[src/rtl/control_sequencer.sv]
// control_sequencer: two-cycle instruction fetch, decode, and a one-hot timed execute
// sequence that drives every control input of the ALU system datapath.
module control_sequencer #(
  parameter logic [5:0]  HLT_OP = 6'h3F,
  parameter int unsigned T_W    = 4
) (
  input  logic           Clock,
  input  logic           Reset,
  input  logic [15:0]    IROut,
  input  logic [3:0]     FlagsOut,
  output logic [2:0]     RF_OutASel,
  output logic [2:0]     RF_OutBSel,
  output logic [2:0]     RF_FunSel,
  output logic [3:0]     RF_RegSel,
  output logic [3:0]     RF_ScrSel,
  output logic [4:0]     ALU_FunSel,
  output logic           ALU_WF,
  output logic [1:0]     ARF_OutCSel,
  output logic [1:0]     ARF_OutDSel,
  output logic [1:0]     ARF_FunSel,
  output logic [2:0]     ARF_RegSel,
  output logic           IR_LH,
  output logic           IR_Write,
  output logic           Mem_WR,
  output logic           Mem_CS,
  output logic [1:0]     MuxASel,
  output logic [1:0]     MuxBSel,
  output logic [1:0]     MuxCSel,
  output logic           MuxDSel,
  output logic [1:0]     DR_FunSel,
  output logic           DR_E,
  output logic [T_W-1:0] T,
  output logic           Halted
);

  typedef enum logic [2:0] {
    S_T0,
    S_T1,
    S_T2,
    S_T3,
    S_HALT
  } state_t;

  state_t state, state_nxt;

  logic [5:0] op;
  logic [1:0] rd;
  logic [2:0] s1;
  logic [2:0] s2;
  logic [3:0] rd_en;
  logic       z_flag;

  assign op     = IROut[15:10];
  assign rd     = IROut[9:8];
  assign s1     = IROut[5:3];
  assign s2     = IROut[2:0];
  assign z_flag = FlagsOut[3];

  // The immediate byte goes straight to the datapath; only Z steers control.
  logic unused_inputs;
  assign unused_inputs = ^{IROut[7:6], FlagsOut[2:0]};

  // Active-low one-hot register enable: R1=0111 .. R4=1110
  always_comb begin
    rd_en = '1;
    rd_en[3 - rd] = 1'b0;
  end

  // Timing state register
  always_ff @(posedge Clock or negedge Reset) begin
    if (!Reset) state <= S_T0;
    else        state <= state_nxt;
  end

  // Next timing state: fetch low, fetch high, execute, optional LD writeback
  always_comb begin
    state_nxt = S_T0;
    case (state)
      S_T0:   state_nxt = S_T1;
      S_T1:   state_nxt = S_T2;
      S_T2: begin
        if (op == HLT_OP)     state_nxt = S_HALT;
        else if (op == 6'h03) state_nxt = S_T3;
        else                  state_nxt = S_T0;
      end
      S_T3:   state_nxt = S_T0;
      S_HALT: state_nxt = S_HALT;
      default: state_nxt = S_T0;
    endcase
  end

  // Control outputs: idle set by default; overridden per timing state and opcode
  always_comb begin
    RF_OutASel  = '0;
    RF_OutBSel  = '0;
    RF_FunSel   = '0;
    RF_RegSel   = '1;
    RF_ScrSel   = '1;
    ALU_FunSel  = '0;
    ALU_WF      = 1'b0;
    ARF_OutCSel = '0;
    ARF_OutDSel = '0;
    ARF_FunSel  = '0;
    ARF_RegSel  = '1;
    IR_LH       = 1'b0;
    IR_Write    = 1'b0;
    Mem_WR      = 1'b0;
    Mem_CS      = 1'b1;
    MuxASel     = '0;
    MuxBSel     = '0;
    MuxCSel     = '0;
    MuxDSel     = 1'b0;
    DR_FunSel   = '0;
    DR_E        = 1'b0;

    // Reset gates every control output so an abandoned instruction cannot write.
    if (Reset) begin
      case (state)
        S_T0, S_T1: begin
          ARF_OutDSel = 2'b00;
          Mem_CS      = 1'b0;
          Mem_WR      = 1'b0;
          IR_Write    = 1'b1;
          IR_LH       = (state == S_T1);
          ARF_FunSel  = 2'b01;
          ARF_RegSel  = 3'b011;
        end
        S_T2: begin
          if (op != HLT_OP) begin
            case (op)
              6'h01: begin
                MuxASel   = 2'b11;
                RF_FunSel = 3'b010;
                RF_RegSel = rd_en;
              end
              6'h02: begin
                MuxBSel    = 2'b11;
                ARF_FunSel = 2'b10;
                ARF_RegSel = 3'b101;
              end
              6'h03: begin
                ARF_OutDSel = 2'b10;
                Mem_CS      = 1'b0;
                DR_E        = 1'b1;
                DR_FunSel   = 2'b01;
              end
              6'h04: begin
                RF_OutASel  = {1'b0, rd};
                MuxDSel     = 1'b0;
                ALU_FunSel  = 5'b10000;
                MuxCSel     = 2'b00;
                ARF_OutDSel = 2'b10;
                Mem_CS      = 1'b0;
                Mem_WR      = 1'b1;
              end
              6'h05: begin
                MuxBSel    = 2'b11;
                ARF_FunSel = 2'b10;
                ARF_RegSel = 3'b011;
              end
              6'h06: begin
                if (!z_flag) begin
                  MuxBSel    = 2'b11;
                  ARF_FunSel = 2'b10;
                  ARF_RegSel = 3'b011;
                end
              end
              default: begin
                if (op[5:4] == 2'b01) begin
                  RF_OutASel = s1;
                  RF_OutBSel = s2;
                  MuxDSel    = 1'b0;
                  ALU_FunSel = {1'b1, op[3:0]};
                  ALU_WF     = 1'b1;
                  MuxASel    = 2'b00;
                  RF_FunSel  = 3'b010;
                  RF_RegSel  = rd_en;
                end
              end
            endcase
          end
        end
        S_T3: begin
          MuxASel   = 2'b10;
          RF_FunSel = 3'b010;
          RF_RegSel = rd_en;
        end
        default: ;
      endcase
    end
  end

  // Visible timing state and halt indication
  always_comb begin
    T      = '0;
    Halted = 1'b0;
    case (state)
      S_T0:   T[0]   = 1'b1;
      S_T1:   T[1]   = 1'b1;
      S_T2:   T[2]   = 1'b1;
      S_T3:   T[3]   = 1'b1;
      S_HALT: Halted = 1'b1;
      default: ;
    endcase
  end

endmodule

[config.mk]
export PLATFORM = sky130hd
export DESIGN_NAME = control_sequencer
export DESIGN_NICKNAME = d
export VERILOG_FILES = /design/src/rtl/control_sequencer.sv
export SDC_FILE = /design/constraint.sdc
export NUM_CORES = 1
export LEC_CHECK = 0
export BUFFER_PORTS_ARGS = -buffer_cell sky130_fd_sc_hd__buf_4
export CAP_MARGIN = 10
export CORE_AREA = 5 5 52 54
export CTS_CLUSTER_DIAMETER = 60
export DETAILED_ROUTE_END_ITERATION = 12
export DIE_AREA = 0 0 57 59
export MAX_ROUTING_LAYER = met4
export PLACE_DENSITY_LB_ADDON = 0.15
export SLEW_MARGIN = 30
export SYNTH_ARGS = -nofsm -noshare
export SYNTH_HDL_FRONTEND = slang
export SYNTH_SLANG_ARGS = --single-unit
[constraint.sdc]
create_clock -name Clock -period 1.6 [get_ports Clock]
set_input_delay 0.08 -clock Clock [delete_from_list [all_inputs] [get_ports Clock]]
set_output_delay 0.08 -clock Clock [all_outputs]
set_load 0.02 [all_outputs]
**After elaboration in Yosys (flattened, before gate mapping)**

Cells that the tools add are included.

- $add $sub $neg: 1
- $lt $le $gt $ge: 2
- Eq/ne operators: 13
- Mux-type cells: 83
- Bitwise gates (word level): 1
- Reductions and logical operators: 8

Operators with widths:

| cell | number |
|---|---|
| $mux 3 | 13 |
| $mux 2 | 18 |
| $ge 32x1->1 const B | 1 |
| $lt 32x3->1 const B | 1 |
| $mux 1 | 30 |
| $pmux 2 s2 | 6 |
| $mux 5 | 4 |
| $eq 6x3->1 const B | 3 |
| $pmux 4 s2 | 2 |
| $eq 6x2->1 const B | 2 |
| $mux 4 | 3 |
| $pmux 3 s2 | 2 |
| $pmux 3 s4 | 1 |
| $pmux 5 s2 | 1 |
| $reduce_or 5->1 | 2 |
| $pmux 3 s3 | 1 |
| $eq 3x2->1 const B | 2 |
| $eq 6x1->1 const B | 1 |
| $eq 6x6->1 const B | 1 |
| $ne 6x6->1 const B | 1 |
| $reduce_or 2->1 | 3 |
| $reduce_or 6->1 | 1 |
| $not 4->4 | 1 |
| $eq 3x1->1 const B | 1 |
| 7 further kinds | 7 |

- Flip-flop bits (word level): 3
- Input port bits: 22
- Output and inout bits: 51
- Logic and storage cells: 109

**Longest topological paths before layout**

Gate-level depths: netlist of run 1.

- Word-level depth: 11
- Gate-level depth with buffers: 5
- Gate-level depth less buffers: 3

**Least setup slack after synthesis of run 1**

Ideal clock, no wire load.

- Kind: register to output
- Start: register state[0]
- End: output ALU_FunSel[0]
- Arrival: 1535 ps
- Required time: 1520 ps
- Setup slack: -15 ps
- Cell stages (with the launch flop): 6
- Path buffers: 2
- Cells stage by stage: dfrtp_1 > buf_6 > and4bb_2 > and3_1 > clkbuf_1 > and2_1

- Longest elaborated chain between the ends: 3

Ends and longest elaborated chain:

| element | line | text |
|---|---|---|
| start: declaration | 44 | `state_t state, state_nxt;` |
| start signal: assignment | 72 | `else state <= state_nxt;` |
| $eq 3x2->1 | 118 | `case (state)` |
| $mux 5 | 118 |  |
| $mux 5 | 117 | `if (Reset) begin` |
| end: declaration | 16 | `output logic [4:0] ALU_FunSel,` |

No other way between the ends.

**Worst setup path in the final report of run 1**

- Start: register state[0]
- End: output RF_RegSel[2]

- Longest elaborated chain between the ends: 3
- Elaborated cells on any way between the ends: 4
- Those cells by class: 2 x eq/ne; 2 x mux

Ends and longest elaborated chain:

| element | line | text |
|---|---|---|
| $eq 3x2->1 | 118 |  |
| $pmux 4 s2 * | 118 |  |
| $mux 4 * | 117 |  |
| end: declaration | 14 | `output logic [3:0] RF_RegSel,` |

Mark *: on every way between the ends. The rest lies on a longest branch, timed or not.

==> results of run 1 <==
[power groups by stage]
stage / Clock (W) / Combinational [W] / Sequential [W]
2_1_floorplan: 0 / 0.000461 / 0.000109
3_3_place_gp: 0 / 0.000695 / 0.000120
3_5_place_dp: 0 / 0.000702 / 0.000121
4_1_cts: 0.000140 / 0.000715 / 0.000120
5_1_grt: 0.000148 / 0.000818 / 0.000124
6_report: 0.000133 / 0.000767 / 0.000122
[per-layer routing]
layer	wire, um	GRT usage, %
met1	993	15.9
met2	1350	25.4
met4	19	6.95
met5	0	-
met3	148	0.871
[path summary, 6_finish.rpt]
path                                    start  cells past startpoint                 end  slack (ps)
max                        state[0]$_DFF_PN0_                      4        RF_RegSel[2]        -120
min                                     Reset                      2  state[1]$_DFF_PN0_         220
max reg2reg                state[0]$_DFF_PN0_                      4  state[0]$_DFF_PN0_         320
max in group asynchronous               Reset                      2  state[0]$_DFF_PN0_        1220
min reg2reg                state[2]$_DFF_PN0_                      3  state[0]$_DFF_PN0_         720
min in group Clock                  IROut[11]                      3  state[1]$_DFF_PN0_         220
[what timing repair did]
action,in CTS,in global routing
pin swaps,8,5
gates resized for setup,12,22
endpoints found under the setup margin,21,25
cloned,0,1
hold buffers,1,0
setup buffers,0,3
endpoints found under the hold margin,3,0
[through the flow]
step                worst slack (ps)  std cells
floorplan                       23.8        117
detailed placement             -11.5        182
global placement                46.5        182
global route                    -189        191
finish                          -121        191
CTS                             -153        187
[placed cells by master, fill, tap and decap left out, drive strengths merged, types with 2 or more instances in the layout]
master,count
a2111oi,2
a21oi,6
and2,13
and3,3
buf,62
clkbuf,4
conb,14
dfrtp,3
inv,4
nand2b,5
nor2,6
nor2b,5
nor3,4
nor3b,5
nor4b,2
o211ai,2
o21ai,6
or3,3
[cells by family (layout without fill, tap and decap cells)]
logic type,count (synthesis),count (layout),synth area share (%)
buf+inv,26,71,22.8
flops,3,3,10.2
compound gates,19,19,16.9
mux,1,1,1.36
simple gates,54,55,47.7
other cells,2,14,1.02
[critical path, stage by stage (launching register included)]
cell      delay (ps)
dfrtp_1          400
or4_4            470
a211oi_4         260
o21ai_1          110
buf_4            160
[layout make-up]
class / instances / area (um^2)
fillers: 211 / 887
multi-input cells: 89 / 618
repair buffers: 63 / 513
flip-flops and latches: 3 / 75.1
well taps: 28 / 35.0
clock buffers: 4 / 26.3
inverters: 4 / 15.0
==> impl_metrics.ini, run 1 <==
[sta]
max_freq_ghz = 0.581
drv_slew = 0
min_period_ps = 1720
rsz0062_at_grt = yes
finClkSkew_ps = 3.52
setup_viol = 10
tns_ps = -731
worst_slack_ps = -121
hold_viol = 0
post-route-period-util_pct = 108
hold_ws_ps = 223

[die]
chipHeight_um = 59
boundaryPins = 73
rows = 17
dieWidth_um = 57
die_area_um2 = 3360
start_util_pct = 33.9
coreArea_um2 = 2170

[status]
status = complete, but fails checks
violations = setup timing

[placement]
gp_congestion = 0.786
hpwl_um = 1970
place_area_um2 = 1100
port_buffers = 53

[power]
p_sw_share_pct = 46.7
leakage_nw = 0.609
totalPowerFinal_w = 0.00102
seqPwrFrac_pct = 11.9
internal_power_w = 0.000545
combPwrFrac_pct = 75.1
cellPowerDensity_nw_per_um2 = 797
clockPowerShare_pct = 13.0
p_switching_w = 0.000477
ir_drop_uv = 635

[synth]
post-synth-top-count-cell = buf_4
synth_commonest_cells = 16 x buf_4, 13 x and2_1, 6 x a21oi_1, 6 x nor2_1, 6 x o21ai_0
synth_top_area_share_pct = 16.4
yosys.area.top_type = buf_4
synth_cell_types = 35
async_flop_share_pct = 100
syn_inst = 105
synth_edf_count = 0
synth_top_flop_cell = dfrtp_1
yosysSeqAreaShare_pct = 10.2
syn_avg_cell_area_um2 = 6.99
synth.area.top_cells = buf_4 16%, and2_1 11%, dfrtp_1 10%
syn_area_um2 = 734
ys_warn_count = 0
ys_ff_latch = 3

[detailed_routing]
vias = 901
drcViolationCount = 0
drt-pass1-iter-count = 4
drtIter0Drc = 10
ant_nets = 0
wirelength_um = 2510
wl_per_cell_um = 13.1
viasPerCell = 4.72

[worst_setup_path]
cp-end-kind = output pin
path_max_fanout = 4
required_ps = 1520
start_kind = flop
crit_type = flop to output pin
cp.arrival_ps = 1640

[cells_and_area]
syn2layout_area_growth_pct = 74.6
design_area_um2 = 1280
largest_reg_flops = 3
drive_gt1_share_pct = 50.9
final_nets = 186
diodes = 0
largest_register = state
post-route-util_pct = 59.1
largestRegisters = state: 3 flops

[grt]
overflow = 0
grt_pass1_wl_um = 3760
grt_max_degree = 17
grt_pass1_vias = 819
grt_antenna_before_repair = 0
grt_usage_pct = 14.1

[clocking]
clk_pin_slew_ps = 40
cts_tree = yes
cts_root_buf = clkbuf_4
clock_latency_ps = 230
cts.sinks = 3
htree_levels = 1
cts_buffer_depth = 2
numCtsBuffers = 3

[job]
maxCapViolations = 0

[hold_path]
hold_path.class = input pin to asynchronous set/reset pin
No activity file was read; power rests on OpenSTA's default activity.
==> run 2: changes to the inputs <==
--- a/config.mk
+++ b/config.mk
@@ -5,12 +5,13 @@
 export SDC_FILE = /design/constraint.sdc
 export NUM_CORES = 1
 export LEC_CHECK = 0
+export ABC_AREA = 1
 export BUFFER_PORTS_ARGS = -buffer_cell sky130_fd_sc_hd__buf_4
 export CAP_MARGIN = 10
-export CORE_AREA = 5 5 52 54
+export CORE_AREA = 2 2 50 52
 export CTS_CLUSTER_DIAMETER = 60
 export DETAILED_ROUTE_END_ITERATION = 12
-export DIE_AREA = 0 0 57 59
+export DIE_AREA = 0 0 52 54
 export MAX_ROUTING_LAYER = met4
 export PLACE_DENSITY_LB_ADDON = 0.15
 export SLEW_MARGIN = 30
==> impl_metrics.ini, run 2 <==
[die]
boundaryPins = 73
start_util_pct = 35.1
coreArea_um2 = 2320
dieWidth_um = 52
die_area_um2 = 2810
rows = 18
chipHeight_um = 54

[cells_and_area]
diodes = 0
syn2layout_area_growth_pct = 78.2
largest_reg_flops = 3
largestRegisters = state: 3 flops
layout_common_cells = 64 x buf_4, 26 x nand2_1, 24 x nor2_1
final_common_cell = buf_4
drive_gt1_share_pct = 50.2
largest_register = state
final_nets = 250
design_area_um2 = 1450

[power]
leakage_nw = 0.807
ir_drop_uv = 1150
cellPowerDensity_nw_per_um2 = 1110
totalPowerFinal_w = 0.00161

[synth]
post-synth-top-count-cell = nor2_1
ys_warn_count = 0
synth_commonest_cells = 33 x nor2_1, 29 x nand2_1, 18 x inv_1, 16 x buf_4, 15 x nand3_1
synth_top_flop_cell = dfrtp_1
synth.area.top_cells = nor2_1 15%, buf_4 15%, nand2_1 13%
synth_top_area_share_pct = 15.2
async_flop_share_pct = 100
synth_edf_count = 0
ys_ff_latch = 3
synth_cell_types = 21
syn_inst = 156
syn_avg_cell_area_um2 = 5.21
yosysSeqAreaShare_pct = 9.23
syn_area_um2 = 813
yosys.area.top_type = nor2_1

[sta]
drv_slew = 0
post-route-period-util_pct = 101
setup_viol = 2
rsz0062_at_grt = yes
finClkSkew_ps = 0.960
tns_ps = -20.9
hold_viol = 0
worst_slack_ps = -19.3
min_period_ps = 1620
hold_ws_ps = 196
max_freq_ghz = 0.618

[worst_setup_path]
start_kind = flop
critical_path_buf_inv_count = 4
cpPeakStageDelay_ps = 440
crit_path_cell_trace = nand2_4, nor2_4, inv_2, buf_4, buf_4, a21oi_1, nand2_1, buf_4
crit_type = flop to output pin
required_ps = 1520
cp-end-kind = output pin
path_max_fanout = 5
critPathMostFrequentCell = buf_4
cp.arrival_ps = 1540
cp_slowest_cell = dfrtp_2
crit_family = buffers and inverters

[clocking]
cts_root_buf = clkbuf_4
cts_buffer_depth = 2
cts.sinks = 3
clock_latency_ps = 230
clk_pin_slew_ps = 40
cts_tree = yes
htree_levels = 1
numCtsBuffers = 3

[placement]
gp_congestion = 0.895
port_buffers = 53
hpwl_um = 2020
place_area_um2 = 1220

[status]
violations = setup timing
status = complete, but fails checks

[detailed_routing]
wl_per_cell_um = 10.2
drt-pass1-iter-count = 4
wirelength_um = 2630
drtIter0Drc = 26
drcViolationCount = 0
vias = 1144
viasPerCell = 4.45
ant_nets = 0

[grt]
grt_pass1_wl_um = 3860
grt_max_degree = 8
overflow = 0
grt_pass1_vias = 927
grt_antenna_before_repair = 0
grt_usage_pct = 18.5

[job]
maxCapViolations = 0

[hold_path]
hold_path.class = input pin to asynchronous set/reset pin
-- run 2: cell types whose count changed after synthesis, moves of 9 or more --
cell and change:
and2_1 -13, inv_1 +14, inv_2 +9, nand2_1 +28, nand3_1 +14, nor2_1 +27
-- run 2: final timing paths --
kind	start	endpoint	cells after the start	slack (ps)
max in group asynchronous	Reset	state[1]$_DFF_PN0_	2	1250
hold / removal	Reset	state[2]$_DFF_PN0_	2	200
setup / recovery	state[1]$_DFF_PN0_	RF_RegSel[0]	8	-20
setup reg to reg	state[0]$_DFF_PN0_	state[1]$_DFF_PN0_	5	510
min in group Clock	IROut[15]	state[2]$_DFF_PN0_	3	290
hold reg to reg	state[2]$_DFF_PN0_	state[2]$_DFF_PN0_	3	710
-- run 2: what timing repair did --
item / CTS / global route
hold endpoints to repair: 3 / 0
hold buffers: 1 / 0
buffers inserted: 3 / 9
pin swaps: 2 / 7
resized for setup: 5 / 26
setup endpoints to repair: 13 / 23
-- run 2: worst register-to-register path, stage by stage (launching register included) --
cell and delay, ps:
dfrtp_2 470, inv_4 60, nor3_4 190, inv_2 90, buf_4 130, nand2_1 70
-- run 2: area by class of cell --
| cell class | instances | area (um^2) |
|---|---|---|
| clock buffer | 4 | 26.3 |
| fill | 232 | 871 |
| inverter | 28 | 113 |
| multi-input combinational | 121 | 637 |
| sequential | 3 | 77.6 |
| tap | 30 | 37.5 |
| timing repair buffer | 71 | 558 |
-- run 2: routing by layer --
metal | global-route usage [%] | vias to the layer above | wire length, um
li1 | - | 590 | -
met1 | 21.2 | 505 | 1040
met3 | 2.50 | 4 | 146
met5 | - | - | 0
met4 | 5.26 | 0 | 8
met2 | 33.5 | 45 | 1440
-- run 2: through the flow --
step | std cells | utilization (%) | setup WS [ps]
after floorplan | 168 | - | -11.6
after global placement | 240 | 52.5 | 167
after detailed placement | 240 | 52.5 | 143
after CTS | 248 | 55.7 | -4.07
after global routing | 257 | 62.5 | -79.3
final | 257 | 62.5 | -19.3
-- run 2: where the power goes --
part,internal (W),total (W),switching [W]
combinational,0.000589,0.00130,0.000713
clock,0.0000932,0.000129,0.0000357
sequential,0.000105,0.000175,0.0000696
total,0.000788,0.00161,0.000818
-- run 2: cells by family (layout without fill, tap and decap cells) --
logic type / after synthesis / in the layout / share of synthesized area, %
simple gates: 97 / 97 / 54.2
buf+inv: 44 / 103 / 27.8
compound gates: 10 / 10 / 7.85
flops: 3 / 3 / 9.23
other cells: 2 / 14 / 0.923
